File: config.mk
export PLATFORM = sky130hd
export DESIGN_NAME = multiplex_sequencial_flat
export DESIGN_NICKNAME = d
export VERILOG_FILES = /design/src/rtl/multiplex_sequencial_if.sv /design/src/rtl/multiplex_sequencial.sv /design/src/flat_wrapper.sv
export SDC_FILE = /design/constraint.sdc
export NUM_CORES = 1
export LEC_CHECK = 0
export BUFFER_PORTS_ARGS = -buffer_cell sky130_fd_sc_hd__buf_2
export CAP_MARGIN = 30
export CORE_ASPECT_RATIO = 1.2
export CORE_MARGIN = 8
export CORE_UTILIZATION = 35
export CTS_CLUSTER_DIAMETER = 60
export CTS_CLUSTER_SIZE = 30
export DETAILED_ROUTE_END_ITERATION = 10
export PLACE_DENSITY = 0.64
export SLEW_MARGIN = 20
export SYNTH_ARGS = -nofsm -noshare
export SYNTH_HDL_FRONTEND = slang
export SYNTH_SLANG_ARGS = --single-unit
File: constraint.sdc
create_clock -name CLK -period 2.3 [get_ports CLK]
set_clock_uncertainty 0.15 [all_clocks]
set_input_delay 0.23 -clock CLK [delete_from_list [all_inputs] [get_ports CLK]]
set_output_delay 0.23 -clock CLK [all_outputs]
set_load 0.02 [all_outputs]
File: src/rtl/multiplex_sequencial_if.sv
// Channel-selector bus: data channels, select/scan controls and the registered sample outputs.
interface multiplex_sequencial_if #(
    parameter int unsigned N_CH    = 4,
    parameter int unsigned SEL_W   = 2,
    parameter int unsigned DATA_W  = 1,
    parameter int unsigned DWELL_W = 4
);
    logic                     EN;
    logic                     MODE;
    logic [N_CH*DATA_W-1:0]   D;
    logic [SEL_W-1:0]         S;
    logic [N_CH-1:0]          MASK;
    logic [DWELL_W-1:0]       DWELL;
    logic [DATA_W-1:0]        Y;
    logic [SEL_W-1:0]         CH;
    logic                     VALID;
    logic                     ERR;

    modport master (
        output EN, MODE, D, S, MASK, DWELL,
        input  Y, CH, VALID, ERR
    );

    modport slave (
        input  EN, MODE, D, S, MASK, DWELL,
        output Y, CH, VALID, ERR
    );
endinterface

File: src/rtl/multiplex_sequencial.sv
// N-channel registered multiplexer: manual select by S, or an auto-scan sequencer that
// walks the MASK-enabled channels with a programmable dwell and tags each sample.
module multiplex_sequencial #(
    parameter int unsigned N_CH    = 4,
    parameter int unsigned SEL_W   = 2,
    parameter int unsigned DATA_W  = 1,
    parameter int unsigned DWELL_W = 4
) (
    input logic                   CLK,
    input logic                   RST,
    multiplex_sequencial_if.slave bus
);

    typedef enum logic {MANUAL = 1'b0, AUTO = 1'b1} mode_e;

    mode_e               mode;
    logic [DATA_W-1:0]   d_arr [N_CH];
    logic [DATA_W-1:0]   y_q;
    logic [SEL_W-1:0]    ch_q;
    logic [SEL_W-1:0]    ptr_q;
    logic [SEL_W-1:0]    ptr_nxt;
    logic [SEL_W-1:0]    lo_any;
    logic [SEL_W-1:0]    lo_above;
    logic                got_any;
    logic                got_above;
    logic [DWELL_W-1:0]  cnt_q;
    logic                valid_q;
    logic                err_q;
    logic                s_ok;

    for (genvar k = 0; k < N_CH; k++) begin : g_unpack
        assign d_arr[k] = bus.D[k*DATA_W +: DATA_W];
    end

    assign mode = mode_e'(bus.MODE);
    assign s_ok = 32'(bus.S) < N_CH;

    // Next scan channel: lowest enabled index above ptr, else lowest enabled overall.
    always_comb begin
        lo_any    = ptr_q;
        lo_above  = ptr_q;
        got_any   = 1'b0;
        got_above = 1'b0;
        for (int unsigned i = 0; i < N_CH; i++) begin
            if (bus.MASK[SEL_W'(i)]) begin
                if (!got_any) begin
                    lo_any  = SEL_W'(i);
                    got_any = 1'b1;
                end
                if (!got_above && i > 32'(ptr_q)) begin
                    lo_above  = SEL_W'(i);
                    got_above = 1'b1;
                end
            end
        end
        ptr_nxt = got_above ? lo_above : lo_any;
    end

    always_ff @(posedge CLK or posedge RST) begin
        if (RST) begin
            y_q     <= '0;
            ch_q    <= '0;
            ptr_q   <= '0;
            cnt_q   <= '0;
            valid_q <= 1'b0;
            err_q   <= 1'b0;
        end else if (!bus.EN) begin
            valid_q <= 1'b0;
        end else if (mode == MANUAL) begin
            cnt_q <= '0;
            if (s_ok) begin
                y_q     <= d_arr[bus.S];
                ch_q    <= bus.S;
                ptr_q   <= bus.S;
                valid_q <= 1'b1;
                err_q   <= 1'b0;
            end else begin
                y_q     <= '0;
                valid_q <= 1'b0;
                err_q   <= 1'b1;
            end
        end else if (bus.MASK == '0) begin
            cnt_q   <= '0;
            valid_q <= 1'b0;
            err_q   <= 1'b0;
        end else begin
            // The current channel is sampled for its whole dwell even if it was just masked off.
            y_q   <= d_arr[ptr_q];
            ch_q  <= ptr_q;
            err_q <= 1'b0;
            if (cnt_q == bus.DWELL) begin
                valid_q <= 1'b1;
                cnt_q   <= '0;
                ptr_q   <= ptr_nxt;
            end else begin
                valid_q <= 1'b0;
                cnt_q   <= cnt_q + 1'b1;
            end
        end
    end

    assign bus.Y     = y_q;
    assign bus.CH    = ch_q;
    assign bus.VALID = valid_q;
    assign bus.ERR   = err_q;

endmodule

File: src/flat_wrapper.sv
// flat-port wrapper written by rule: the top's interface ports become plain ports
module multiplex_sequencial_flat 
#(
    parameter int unsigned N_CH    = 4,
    parameter int unsigned SEL_W   = 2,
    parameter int unsigned DATA_W  = 1,
    parameter int unsigned DWELL_W = 4
)
  (CLK, RST, bus_EN, bus_MODE, bus_D, bus_S, bus_MASK, bus_DWELL, bus_Y, bus_CH, bus_VALID, bus_ERR);
  multiplex_sequencial_if #(.N_CH(N_CH), .SEL_W(SEL_W), .DATA_W(DATA_W), .DWELL_W(DWELL_W)) bus_i ();
  input logic CLK;
  input logic RST;
  input wire logic [$bits(bus_i.EN)-1:0] bus_EN;
  input wire logic [$bits(bus_i.MODE)-1:0] bus_MODE;
  input wire logic [$bits(bus_i.D)-1:0] bus_D;
  input wire logic [$bits(bus_i.S)-1:0] bus_S;
  input wire logic [$bits(bus_i.MASK)-1:0] bus_MASK;
  input wire logic [$bits(bus_i.DWELL)-1:0] bus_DWELL;
  output wire logic [$bits(bus_i.Y)-1:0] bus_Y;
  output wire logic [$bits(bus_i.CH)-1:0] bus_CH;
  output wire logic [$bits(bus_i.VALID)-1:0] bus_VALID;
  output wire logic [$bits(bus_i.ERR)-1:0] bus_ERR;
  assign bus_i.EN = bus_EN;
  assign bus_i.MODE = bus_MODE;
  assign bus_i.D = bus_D;
  assign bus_i.S = bus_S;
  assign bus_i.MASK = bus_MASK;
  assign bus_i.DWELL = bus_DWELL;
  assign bus_Y = bus_i.Y;
  assign bus_CH = bus_i.CH;
  assign bus_VALID = bus_i.VALID;
  assign bus_ERR = bus_i.ERR;
  multiplex_sequencial #(.N_CH(N_CH), .SEL_W(SEL_W), .DATA_W(DATA_W), .DWELL_W(DWELL_W)) u_core (.CLK(CLK), .RST(RST), .bus(bus_i));
endmodule
=== After elaboration in Yosys (flattened, before gate mapping) ===
Cells that the tools add are included.

* Input bits: 18
* Flip-flop bits (word level): 10

* Add/subtract/negate cells: 1
* Reductions and logical operators: 7
* Bitwise operators: 2
* Mux-type cells: 43
* Equal/unequal tests: 3
* Order comparisons: 5

{| class="wikitable"
|+ Operators by type and width
! kind !! count
|-
| $mux 2 || 19
|-
| $mux 1 || 19
|-
| $mux 4 || 3
|-
| $ge 3x3->1 const B || 2
|-
| $not 2->3 || 2
|-
| $add 4x1->4 const B || 1
|-
| $bmux 1 s2 || 2
|-
| $eq 4x4->1 || 1
|-
| $gt 2x2->1 const A || 2
|-
| $logic_not 4->1 || 1
|-
| $reduce_and 3->1 || 1
|-
| $gt 1x2->1 const A || 1
|-
| $logic_and 1x1->1 || 2
|-
| $logic_not 1->1 || 2
|-
| $ne 2x1->1 const B || 1
|-
| $ne 2x2->1 const B || 1
|-
| $reduce_and 2->1 || 1
|}

=== Longest topological paths before layout ===
* Depth after elaboration: 15
* Mapped depth: 6
* Depth with buffers taken out: 5

=== Least setup slack after synthesis ===
OpenSTA, ideal clock, no wires.

* Path type: flip-flop to flip-flop
* Start: register u_core.cnt_q[1]
* End: register u_core.cnt_q[3]
* Setup time: 0.128 ns
* Required time: 2.022 ns
* Setup slack: 0.674 ns
* Stages on the path, launching flop included: 6
* Arrival time: 1.348 ns
* Cells stage by stage: dfrtp_1 -> xor2_1 -> o41ai_4 -> nor2_1 -> a31oi_1 -> o31ai_1

* Cells in the longest elaborated chain, start to end: 4

{| class="wikitable"
|+ Ends and longest elaborated chain
! item !! line !! RTL
|-
| start, declared || multiplex_sequencial.sv:26 || <nowiki>logic [DWELL_W-1:0] cnt_q;</nowiki>
|-
| start signal, assigned || multiplex_sequencial.sv:97 || <nowiki>cnt_q <= cnt_q + 1'b1;</nowiki>
|-
| $add 4x1->4 or $eq 4x4->1 (tied branches) || multiplex_sequencial.sv:97, multiplex_sequencial.sv:91 ||
|-
| $mux 4 * || multiplex_sequencial.sv:91 || <nowiki>if (cnt_q == bus.DWELL) begin</nowiki>
|-
| $mux 4 * || multiplex_sequencial.sv:82 || <nowiki>end else if (bus.MASK == '0) begin</nowiki>
|-
| $mux 4 * || multiplex_sequencial.sv:69 || <nowiki>end else if (mode == MANUAL) begin</nowiki>
|}

Mark *: on every way between the ends. The rest lies on a longest branch, timed or not.
A chain may end at the register's enable or synchronous reset.

=== Worst setup path in the final report ===
* Start: register u_core.cnt_q[1]
* End: register u_core.ptr_q[1]

* Cells in the longest elaborated chain, start to end: 3

{| class="wikitable"
|+ Ends and longest elaborated chain
! item !! line !! RTL
|-
| $eq 4x4->1 || multiplex_sequencial.sv:91 ||
|-
| $ne 2x1->1 (no line) || - ||
|-
| $reduce_and 3->1 (no line) || - ||
|-
| end signal, assigned || multiplex_sequencial.sv:74 || <nowiki>ptr_q <= bus.S;</nowiki>
|-
| end signal, assigned || multiplex_sequencial.sv:94 || <nowiki>ptr_q <= ptr_nxt;</nowiki>
|-
| end, declared || multiplex_sequencial.sv:20 || <nowiki>logic [SEL_W-1:0] ptr_q;</nowiki>
|}

Every way passes these cells.

==> results.json <==
{
  "worstPathBufferInverterCount": 0,
  "crit_arrival_ns": 1.71,
  "track_usage": 0.08501,
  "critPathKind": "reg -> reg",
  "syn_area_per_cell_um2": 9.886,
  "cp-start-kind": "register",
  "p_per_area_nw_per_um2": 687.5,
  "hpwl_mm": 1.188,
  "power.leakage_uw": 0.0003964,
  "yosys.area.top_type": "dfrtp_1",
  "die_x_um": 56.88,
  "fin_hold_ws_ns": 0.1122,
  "synth_top_area_share": 0.3565,
  "timing.final.crit_share": 0.7435,
  "path_clk_slew_ns": 0.07,
  "drc": 0,
  "irDropWorstVdd_mv": 0.2474,
  "insertion_delay_ns": 0.26,
  "synth_cell_types": 32,
  "synth_edf_count": 0,
  "rows": 17,
  "fin_nets": 113,
  "cts_tree": "done",
  "grt_pass1_wl_mm": 2.594,
  "die_area_um2": 3700,
  "worstSetupEndpointType": "register",
  "ctsRootBufferMaster": "clkbuf_4",
  "slowest_delay_ns": 0.45,
  "hold_path.class": "in -> reg",
  "drtPass1Iterations": 4,
  "pin_count": 23,
  "chipHeight_um": 65.06,
  "cp_data_required_time_ns": 2.30,
  "antenna_cells": 0,
  "synth_common_cells": "dfrtp_1 (10), a21oi_1 (5), nand2_1 (5), nor2_1 (5), xor2_1 (4)",
  "yosys_warnings": 0,
  "num_vias": 602,
  "path_cells": "xor2_1 > o41ai_4 > nand2_1 > o32ai_1 > a2bb2oi_2",
  "drv_cap": 0,
  "numCtsBuffers": 3,
  "outcome": "complete, no violations",
  "gp_congestion": 0.7946,
  "async_reset_ff_frac": 1.000,
  "grt_overflow_total": 0,
  "final_core_util": 0.4566,
  "ant_nets": 0,
  "grt_pass1_vias": 589,
  "max_freq_mhz": 584.8,
  "synthToLayoutAreaGrowth_pct": 21.75,
  "synthMostInstantiatedCell": "dfrtp_1",
  "cts_hold_buf": 1,
  "fin_crit_ns": 1.710,
  "synth_seq_area_share": 0.3565,
  "via_per_inst": 5.375,
  "synth.area.top_cells": "dfrtp_1 (36%), mux4_2 (6.4%), xor2_1 (5.0%)",
  "setup_tns_ns": 0,
  "grt_max_degree": 11,
  "critical_path.top_delay_family": "compound AO/OA/AOI/OAI gates",
  "cts.sink_count": 10,
  "start_util": 0.3750,
  "finalSetupViolCount": 0,
  "post-cts-setup-buffer-count": 0,
  "final-hold-violation-count": 0,
  "avgRoutedWirePerCell_um": 13.24,
  "htree_num_levels": 1,
  "first_iter_violations": 8,
  "antenna_found_initial": 0,
  "cts_buffer_depth": 2,
  "core-area_um2": 1872,
  "rsz0062_at_grt": "no",
  "ys_seq_elements": 10,
  "netlist_area_um2": 701.9,
  "drive_gt1_frac": 0.3763,
  "syn-num-nets": 90,
  "synth_cells": 71,
  "drt_wl_total_mm": 1.483,
  "drv_slew": 0,
  "cts_resized": 0,
  "critPathMaxFanout": 5,
  "port_buffers": 21,
  "slowest_stage": "o41ai_4",
  "synth_flop_cell": "dfrtp_1"
}
==> report_power, final <==
part | switching (uW) | internal (uW) | total (uW)
combinational | 93.2 | 89.9 | 183
clock | 61.4 | 96.0 | 157
sequential | 40.5 | 206 | 247
==> kinds of logic (layout without fill, tap and decap cells) <==
family / count (synthesis) / count (layout) / synth area share
xor gates and xnor gates: 4 / 4 / 0.04991
DFF: 10 / 10 / 0.3565
adders and majority gates: 1 / 1 / 0.01782
other: 1 / 1 / 0.005342
buffers and inverters: 9 / 31 / 0.05881
muxes: 5 / 5 / 0.1087
and+or+nand+nor: 19 / 19 / 0.1533
AOI/OAI and AO/OA: 22 / 22 / 0.2495
==> worst reg2reg max path, cell delays in order (launching register included) <==
cell and delay [ns]:
dfrtp_1 0.41, xor2_1 0.20, o41ai_4 0.45, nand2_1 0.13, o32ai_1 0.17, a2bb2oi_2 0.08
==> cells in the final DEF (no fill, tap or decap), types with 2 or more instances in the layout <==
master / count
buf_2: 21
nor2_1: 5
dfrtp_1: 10
nand3_1: 2
nand2b_1: 3
inv_1: 3
mux4_2: 2
a21oi_1: 5
xor2_1: 4
mux2i_1: 2
o22ai_1: 2
o31ai_1: 3
clkbuf_4: 3
a31oi_1: 3
nand2_1: 5
o21ai_1: 2
==> metrics by stage <==
stage	setup slack, ns	power [uW]	instances	area [um2]
2_1_floorplan	0.6742	385.0	71	701.9
3_3_place_gp	0.6202	432.3	107	808.3
3_5_place_dp	0.5887	434.9	107	808.3
4_1_cts	0.5746	599.5	112	854.6
5_1_grt	0.4693	630.0	112	854.6
6_report	0.5900	587.5	112	854.6
==> metal layers <==
layer	global-route usage	wire (um)	vias up
met3	0.03509	93	2
met5	0	0	-
met1	0.09864	689	278
li1	-	-	303
met4	0.04412	10	0
met2	0.1304	689	19
==> worst paths after layout <==
check | startpoint | endpoint | slack (ns) | cells after the start
max | u_core.cnt_q[1]$_DFFE_PP0P_ | u_core.ptr_q[1]$_DFFE_PP0P_ | 0.59 | 5
min | bus_EN | u_core.cnt_q[1]$_DFFE_PP0P_ | 0.11 | 2
max reg2reg | u_core.cnt_q[1]$_DFFE_PP0P_ | u_core.ptr_q[1]$_DFFE_PP0P_ | 0.59 | 5
min reg2reg | u_core.cnt_q[3]$_DFFE_PP0P_ | u_core.cnt_q[3]$_DFFE_PP0P_ | 0.37 | 1
max in group asynchronous | RST | u_core.cnt_q[1]$_DFFE_PP0P_ | 1.39 | 3
min in group asynchronous | RST | u_core.cnt_q[3]$_DFFE_PP0P_ | 0.33 | 3
==> final cells by class <==
cell class              instances  area, um2
well taps                      19      23.77
multi-input cells              52      410.4
clock buffers                   4      36.28
inverters                       5      18.77
fillers                       195       1017
flip-flops and latches         10      250.2
repair buffers                 22      115.1
==> sequential cells by signal, summed over array words and instances, names as in the netlist <==
| signal | count |
|---|---|
| u_core.cnt_q | 4 |
| u_core.bus.VALID | 1 |
| u_core.ptr_q | 2 |
| u_core.bus.Y | 1 |
| u_core.bus.CH | 2 |
Power figures use the tool's default switching activity.
